<file path="src/rtl/serial_sub_pkg.sv">
// Shared definitions for the bit-serial subtractor: FSM encoding and default width.
package serial_sub_pkg;

  localparam int SUB_N_DEFAULT = 8;

  typedef enum logic [1:0] {
    IDLE = 2'd0,
    RUN  = 2'd1,
    DONE = 2'd2
  } state_t;

endpackage

</file>
<file path="src/rtl/fsub_cell.sv">
// One-bit full subtractor: d = x - y - bi, bo set when the bit underflows.
module fsub_cell (
  input  logic x,
  input  logic y,
  input  logic bi,
  output logic d,
  output logic bo
);

  assign d  = x ^ y ^ bi;
  assign bo = (~x & y) | (~x & bi) | (y & bi);

endmodule

</file>
<file path="src/rtl/serial_subtractor.sv">
// Bit-serial subtractor: computes a - b - bin one bit per clock, LSB first,
// using a single full-subtractor cell and a borrow flop.
module serial_subtractor
  import serial_sub_pkg::*;
#(
  parameter int N = SUB_N_DEFAULT
) (
  input  logic         clk,
  input  logic         rst,
  input  logic         start,
  input  logic [N-1:0] a,
  input  logic [N-1:0] b,
  input  logic         bin,
  output logic [N-1:0] diff,
  output logic         bout,
  output logic         busy,
  output logic         done
);

  localparam int CW = (N > 1) ? $clog2(N) : 1;

  state_t        state, state_nx;
  logic [N-1:0]  areg, breg, dreg;
  logic          br, bout_r;
  logic [CW-1:0] cnt;
  logic          cell_d, cell_bo;
  logic          last;

  assign last = (cnt == CW'(N - 1));

  fsub_cell u_cell (
    .x  (areg[0]),
    .y  (breg[0]),
    .bi (br),
    .d  (cell_d),
    .bo (cell_bo)
  );

  always_comb begin
    state_nx = state;
    unique case (state)
      IDLE:    if (start) state_nx = RUN;
      RUN:     if (last)  state_nx = DONE;
      DONE:    state_nx = IDLE;
      default: state_nx = IDLE;
    endcase
  end

  always_comb begin
    busy = (state == RUN);
    done = (state == DONE);
  end

  // State register and serial datapath share one sequential process.
  always_ff @(posedge clk or posedge rst) begin
    if (rst) begin
      state  <= IDLE;
      areg   <= '0;
      breg   <= '0;
      dreg   <= '0;
      br     <= 1'b0;
      bout_r <= 1'b0;
      cnt    <= '0;
    end else begin
      state <= state_nx;
      unique case (state)
        IDLE: begin
          if (start) begin
            areg   <= a;
            breg   <= b;
            br     <= bin;
            bout_r <= 1'b0;
            cnt    <= '0;
          end
        end
        RUN: begin
          dreg <= {cell_d, dreg[N-1:1]};
          areg <= {1'b0, areg[N-1:1]};
          breg <= {1'b0, breg[N-1:1]};
          br   <= cell_bo;
          // Hold the counter on the final bit so it never wraps.
          if (last) bout_r <= cell_bo;
          else      cnt    <= cnt + 1'b1;
        end
        default: ;
      endcase
    end
  end

  assign diff = dreg;
  assign bout = bout_r;

endmodule
</file>
<file path="config.mk">
export PLATFORM = sky130hd
export DESIGN_NAME = serial_subtractor
export DESIGN_NICKNAME = d
export VERILOG_FILES = /design/src/rtl/serial_sub_pkg.sv /design/src/rtl/fsub_cell.sv /design/src/rtl/serial_subtractor.sv
export SDC_FILE = /design/constraint.sdc
export NUM_CORES = 1
export LEC_CHECK = 0
export BUFFER_PORTS_ARGS = -buffer_cell sky130_fd_sc_hd__buf_2
export CORE_ASPECT_RATIO = 1.75
export CORE_MARGIN = 2
export CORE_UTILIZATION = 60
export CTS_BUF_LIST = sky130_fd_sc_hd__clkbuf_4
export CTS_CLUSTER_DIAMETER = 40
export CTS_CLUSTER_SIZE = 14
export DETAILED_ROUTE_END_ITERATION = 7
export PLACE_DENSITY = 0.95
export SLEW_MARGIN = 20
export SYNTH_ARGS = -nofsm -noshare
export SYNTH_HDL_FRONTEND = slang
export SYNTH_SLANG_ARGS = --single-unit
</file>
<file path="constraint.sdc">
create_clock -name clk -period 1.9 [get_ports clk]
set_input_delay 0 -clock clk [delete_from_list [all_inputs] [get_ports clk]]
set_output_delay 0 -clock clk [all_outputs]
set_load 0.05 [all_outputs]
</file>
Yosys cells after proc, flatten, opt, wreduce, memory -nomap -nowiden
Index checks and enable logic that the tools add are counted.
- add/subtract/negate cells: 1
- multipliers: 0
- div/mod/pow operators: 0
- magnitude comparators: 0
- equality and inequality tests: 6
- shift operators: 0
- muxes and demuxes: 15
- bitwise logic cells: 8
- reduce and logical (&&, ||, !) cells: 6
- operator list (cell ; number):
    8-bit one-hot mux with 2 select lines ; 2
    8-bit 2-to-1 mux ; 2
    3-bit 2-to-1 mux ; 2
    3-bit one-hot mux with 2 select lines ; 1
    3-bit AND reduction ; 2
    2-bit 2-to-1 mux ; 2
    2-bit != test, second input constant ; 2
    1-bit one-hot mux with 2 select lines ; 2
    2-bit one-hot mux with 2 select lines ; 1
    2-bit AND reduction ; 2
    3-bit by 1-bit adder with 3-bit output, second input constant ; 1
    1-bit AND ; 3
    3-bit equality test, second input constant ; 1
    1-bit 2-to-1 mux ; 3
    2-bit by 1-bit equality test with 1-bit output, second input constant ; 1
    2-bit equality test, second input constant ; 1
    2-bit logical NOT ; 1
    2-bit by 1-bit != test with 1-bit output, second input constant ; 1
    1-bit OR ; 2
    2-bit nonzero test ; 1
    1-bit bitwise XOR ; 2
    1-bit inverter ; 1
- flip-flop bits (word level): 31
- bits in latches: 0
- bits in writable memories: 0
- memory bits (read-only): 0
- input bits: 20
- memories: 0

Logic depth before layout (Yosys ltp)
Gate-level depths: netlist (run 1).
- depth after elaboration: 6
- gate-level depth with buffers: 5
- gate-level depth less buffers: 5

Hierarchy
Synthesis (run 1) repeated with hierarchy kept, for this count alone.
- cells, all modules: 149
- area total of the unflattened synthesis: 1451.4 µm²
- by module, submodules not included (module ; times used ; cells an instance ; area each (µm²) ; seq. area each (µm²)):
    serial_subtractor ; 1 ; 146 ; 1423.9 ; 775.7
    fsub_cell ; 1 ; 3 ; 27.5 ; 0.0

Worst setup path before layout (run 1)
No wires, ideal clock.
- kind: reg-to-output
- start point: reg state[0]
- end point: out done
- arrival time: 1.337 ns
- slack: 0.563 ns
- cell stages (with the launch flop): 4
- buffers on the path: 2
- cell sequence: dfrtp_1 buf_4 buf_2 nor2_1
- cells in the longest elaborated chain, start to end: 1
- RTL lines (element ; line ; RTL):
    from (decl) ; serial_subtractor.sv:22 ; state_t state, state_nx;
    from (signal assigned) ; serial_subtractor.sv:65 ; state <= state_nx;
    2-bit equality test ; serial_subtractor.sv:51 ; done = (state == DONE);
    to (decl) ; serial_subtractor.sv:17 ; output logic done
No other way between the ends.

Worst setup path after layout (run 1)
- start point: reg state[1]
- end point: out busy
- cells in the longest elaborated chain, start to end: 1
- RTL lines (element ; line ; RTL):
    2-bit by 1-bit equality test with 1-bit output ; serial_subtractor.sv:50 ; busy = (state == RUN);
    to (decl) ; serial_subtractor.sv:16 ; output logic busy,
No other way between the ends.

==> results.toml, run 1 <==
[worst_hold_path]
whs_endpoint = "areg[6]$_DFFE_PP0P_"
hold_class = "primary input to register"
holdCritStartpoint = "a[6]"
hold_path_depth = 3

[synthesis]
ys_ff_latch = 31
syn_avg_cell_area_sq_um = 10.8
ys_warn_count = 0
yosys.area_share.simple_pct = 8.84
synth_top_family_by_area = "compound AO/OA/AOI/OAI gates"
synth-edff-count = 0
ys.flop_type = "dfrtp_1"
syn_area_sq_um = 1470
syn_inst = 136
synth_fa_ha_area_share_pct = 3.91
async_reset_ff_share_pct = 100
synth_cell_types = 25
yosysSeqAreaShare_pct = 52.7
synth_xor_area_share_pct = 0
muxShareOfSynthArea_pct = 5.35
synth-compound-area-share_pct = 22.2
synth_nets = 160

[final_layout]
nets = 201
diodes = 0
area_growth_pct = 20.6
final_layout_size_suffix_gt1_share_pct = 28.1
fill_cells = 151
fin_util_pct = 77.2

[global_route]
antenna_found_initial = 0
grt_pass1_vias = 1287
grt.overflow.total = 0
grt_max_degree = 32
globalRouteTotalUtil_pct = 26.2
grt_pass1_wl_um = 5660

[floorplanning]
row_count = 23
core_area_sq_um = 2300
ioPinCount = 31
dieWidth_um = 41.5
die_h_um = 69.5
die_area_sq_um = 2880
initial_core_util_pct = 64.0

[clock_tree]
h-tree-depth = 2
clkSinkCount = 31
clock_latency_ns = 0.34
cts_tree = "yes"
postCtsSetupRepairBufs = 0
clk_pin_slew_ns = 0.09
clockBufferDepth = 2
ctsRootBufferMaster = "clkbuf_4"
cts_made_buffers = 5

[critical_path]
crit_start = "state[1]$_DFFE_PP0P_"
path_cells = "nand2b_2 > buf_4 > inv_1 > buf_2"
crit_buf_inv = 3
r2r_start = "state[1]$_DFFE_PP0P_"
max_stage_delay_ns = 0.53
rrSetupSlack_ns = 0.34
critPathCaptureType = "primary output"
crit_type = "register to primary output"
crit_slowest_cell = "dfrtp_1"
worstPathMaxFanout = 15
crit_family = "flip-flops"
setup.worst_path.start_class = "register"
arrival_ns = 1.75
r2r_cells = 3
required_ns = 1.90
r2r-end = "areg[6]$_DFFE_PP0P_"

[timing]
finalCritPeriodShare_pct = 92.0
fin_skew_ns = 0.0124
slew-limit-headroom_pct = 67.1
fmax_ghz = 0.572
worst_slack_ns = 0.152
drv_slew = 0
rsz0062_at_grt = "false"
hold_violations = 0
tightest_slew_ns = 0.493
period_minus_slack_ns = 1.75
setup_tns_ns = 0
finalSetupViolCount = 0

[drt]
drt_pass1_iterations = 5
wl_per_cell_um = 16.5
drc = 0
via_count = 1236
drtAntennaViolNets = 0
viasPerCell = 6.09
drt_iter0_markers = 53
routed_wl_um = 3360

[status]
status = "completed"

[place]
globalplace.congestion = 0.810
hpwl_um = 2210
numPortBuffers = 30
pre_cts_slack_ns = 0.327

[flow_run]
maxCapViolations = 0

[pwr]
leakage_nw = 0.825
power.density_nw_per_um2 = 1700
max-vdd-ir-drop_v = 0.00104
==> power by group <==
group	switching [mW]	internal (mW)	leakage [nW]	total [mW]
Clock	0.220	0.172	0.0361	0.393
Combinational	0.905	0.532	0.421	1.44
Sequential	0.232	0.967	0.368	1.20
==> layout by cell type, fill, tap and decap left out <==
cell,count
buf_2,30
mux2_2,7
clkbuf_4,7
fa_1,1
o21ai_2,1
nor3_1,3
and3_1,1
a21oi_1,13
nor3b_1,3
o2bb2ai_1,3
a211oi_1,1
a22o_1,1
ha_1,3
o22a_1,3
or3b_1,3
clkinv_2,1
nor2_1,4
dfrtp_1,31
a22oi_1,5
nand2b_2,1
o22ai_1,17
and2b_1,1
buf_4,3
nand2_1,5
inv_1,9
nand2b_1,2
dlygate4sd3_1,11
o21ai_0,8
==> final cells by class <==
cell class,count,area [sq um],area share [%]
sequential,31,776,43.7
multi-input combinational,86,596,33.5
timing repair buffer,44,283,15.9
clock buffer,7,52.6,2.96
inverter,9,33.8,1.90
tap,25,31.3,1.76
clock inverter,1,5.00,0.282
==> how the worst max path moves through the flow <==
stage	to	slack (ns)	cells after the start
5_1_grt	done	0.03	3
3_3_place_gp	areg[6]$_DFFE_PP0P_	0.38	3
3_5_place_dp	breg[1]$_DFFE_PP0P_	0.33	4
6_report	busy	0.15	4
4_1_cts	busy	0.03	4
2_1_floorplan	done	0.56	3
==> repair_timing <==
action                     CTS  global route
setup endpoints to repair    0             1
gates resized for setup      0             1
hold endpoints to repair    41             0
hold buffers                11             0
==> stage by stage <==
step	hold WS [ns]	std cells	total power [mW]	area (sq um)
floorplan	0.104	136	2.32	1470
global placement	0.0861	184	2.52	1610
detailed placement	0.0943	184	2.62	1610
CTS	0.0372	203	3.02	1770
global route	0.0785	203	3.24	1780
finish	0.0426	203	3.03	1780
==> registers in the layout (all words and copies together) (netlist names) <==
register and flops:
diff 8, breg 8, areg 8, cnt 3
bout 1, state 2, br 1
==> synth_stat cells (4+ instances only) <==
library cell,number,area [sq um]
buf_2,5,25.0
a21oi_1,13,65.1
o22ai_1,17,106
a22oi_1,5,37.5
mux2_2,7,78.8
nand2_1,5,18.8
o21ai_0,8,40.0
nor2_1,4,15.0
dfrtp_1,31,776
inv_1,9,33.8
==> routing by layer <==
layer / up-vias / GRT usage, % / routed length, um
met2: 58 / 43.6 / 1840
met4: 0 / 13.6 / 74
met3: 7 / 7.81 / 224
met5: - / 0 / 0
met1: 595 / 29.4 / 1220
li1: 576 / - / -
==> kinds of logic after synthesis <==
family | after synthesis
buffers and inverters | 19
adder cells (fa/ha/maj) | 4
multiplexers | 7
AND/OR/NAND/NOR | 23
flip-flops | 31
AO/OA/AOI/OAI | 52
==> worst min-delay path, cell delays in order <==
cell      delay (ns)
buf_2           0.10
nor3_1          0.16
a211oi_1        0.07
Note: power is estimated with default switching activity, not from simulation.
==> inputs of run 2 (changes only) <==
CORE_UTILIZATION = 57   (was 60)
CTS_BUF_LIST = default   (was sky130_fd_sc_hd__clkbuf_4)
PLACE_DENSITY = 0.94   (was 0.95)
SLEW_MARGIN = default   (was 20)
==> run 2 against run 1 <==
Compared with the run above: clock-buffer cell count rose by 1; critical path depth fell by 1; sequential power barely moved; non-clock buffer count fell by 8; utilization fell by 6.6 points; largest power group unchanged.
==> results.toml, run 2 (synthesized netlist as in run 1, its figures left out) <==
[timing]
hold-worst-slack_ns = 0.0289
fmax_ghz = 0.610
drv_slew = 0
hold_violations = 0
period_minus_slack_ns = 1.64
setup_tns_ns = 0
rsz0062_at_grt = "false"
tightest_slew_ns = 0.464
slew-limit-headroom_pct = 69.0
fin_skew_ns = 0.00547
finalCritPeriodShare_pct = 86.3
worst_slack_ns = 0.260
finalSetupViolCount = 0

[clock_tree]
cts_tree = "yes"
cts_made_buffers = 5
clock_latency_ns = 0.28
h-tree-depth = 2
cts_resized = 0
ctsRootBufferMaster = "clkbuf_8"
clockBufferDepth = 2
postCtsSetupRepairBufs = 0
clk_pin_slew_ns = 0.06
clkSinkCount = 31

[pwr]
leakage_nw = 0.807
max-vdd-ir-drop_v = 0.000999
power.density_nw_per_um2 = 1830

[place]
globalplace.congestion = 0.855
numPortBuffers = 30
hpwl_um = 2180
pre_cts_slack_ns = 0.390

[drt]
drtAntennaViolNets = 0
routed_wl_um = 3090
drc = 0
top_layer = "met4"
via_count = 1188
m1WireLength_um = 1160
drt_pass1_iterations = 4
drt_iter0_markers = 46
dr_wl_met3_um = 151
wl_met2_um = 1710
wl_per_cell_um = 15.8
viasPerCell = 6.06

[global_route]
globalRouteTotalUtil_pct = 22.8
grt_pass1_vias = 1239
grt_max_degree = 32
antenna_found_initial = 0
grt.overflow.total = 0
grt_pass1_wl_um = 5220

[critical_path]
worstPathMaxFanout = 15
arrival_ns = 1.64
r2r_cells = 3
required_ns = 1.90
setup.worst_path.start_class = "register"
critPathCaptureType = "primary output"
r2r-end = "bout$_DFFE_PP0P_"
crit_type = "register to primary output"
r2r_start = "state[1]$_DFFE_PP0P_"
rrSetupSlack_ns = 0.35

[status]
status = "completed"

[floorplanning]
initial_core_util_pct = 59.8
die_h_um = 71.2
row_count = 24
ioPinCount = 31
core_area_sq_um = 2460
dieWidth_um = 42.4
die_area_sq_um = 3020

[final_layout]
multi_input_area_sq_um = 593
fill_cells = 170
area_growth_pct = 18.0
final-seq-area_sq_um = 776
final_common_cell = "dfrtp_1"
nets = 193
diodes = 0
final_layout_size_suffix_gt1_share_pct = 28.2
mostFrequentLayoutCells = "dfrtp_1 (31), buf_2 (30), o22ai_1 (17)"

[worst_hold_path]
hold_path_depth = 3
whs_endpoint = "breg[4]$_DFFE_PP0P_"
holdCritStartpoint = "b[4]"
hold_class = "primary input to register"

[flow_run]
maxCapViolations = 0
-- run 2: changes by cell type in the layout (fill, tap and decap cells not counted), sizes merged --
cell         before  now
dlygate4sd3      11    3
clkinv            1    0
clkbuf            7    8
-- run 2: what timing repair did --
item	in CTS	in global routing
endpoints found under the setup margin	0	0
endpoints found under the hold margin	33	0
hold buffers	3	0
-- run 2: final cells by class --
cell class | count | area share, %
Sequential cell | 31 | 44.6
Multi-Input combinational cell | 86 | 34.1
Timing Repair Buffer | 36 | 11.7
Clock buffer | 8 | 5.76
Inverter | 9 | 1.94
Tap cell | 26 | 1.87
-- run 2: worst max path at each step --
stage	to	cells past startpoint	slack (ns)	from
6_report	done	3	0.26	state[1]$_DFFE_PP0P_
5_1_grt	done	3	0.11	state[1]$_DFFE_PP0P_
3_5_place_dp	bout$_DFFE_PP0P_	3	0.39	state[1]$_DFFE_PP0P_
2_1_floorplan	done	3	0.56	state[0]$_DFFE_PP0P_
3_3_place_gp	bout$_DFFE_PP0P_	3	0.46	state[1]$_DFFE_PP0P_
4_1_cts	done	3	0.29	state[1]$_DFFE_PP0P_
-- run 2: layer usage --
metal | track usage, % | up-vias
li1 | - | 561
met1 | 24.7 | 576
met2 | 39.3 | 44
met3 | 4.53 | 7
met4 | 14.9 | 0
met5 | 0 | -
-- run 2: critical path, cell delays in order (launching register included) --
cell,delay (ns)
dfrtp_1,0.60
inv_1,0.34
nor2_1,0.15
buf_2,0.27
-- run 2: power by group --
part	leakage (nW)	total, mW	internal [mW]	switching [mW]
sequential	0.368	1.19	0.969	0.223
clock	0.0515	0.567	0.330	0.237
combinational	0.388	1.42	0.523	0.894
-- run 2: stage by stage --
stage | utilization [%] | instance area, sq um | total power, mW | cells
2_1_floorplan | - | 1470 | 2.32 | 136
3_3_place_gp | 65.3 | 1610 | 2.53 | 185
3_5_place_dp | 65.3 | 1610 | 2.62 | 185
4_1_cts | 70.6 | 1740 | 3.18 | 196
5_1_grt | 70.6 | 1740 | 3.38 | 196
6_report | 70.6 | 1740 | 3.18 | 196
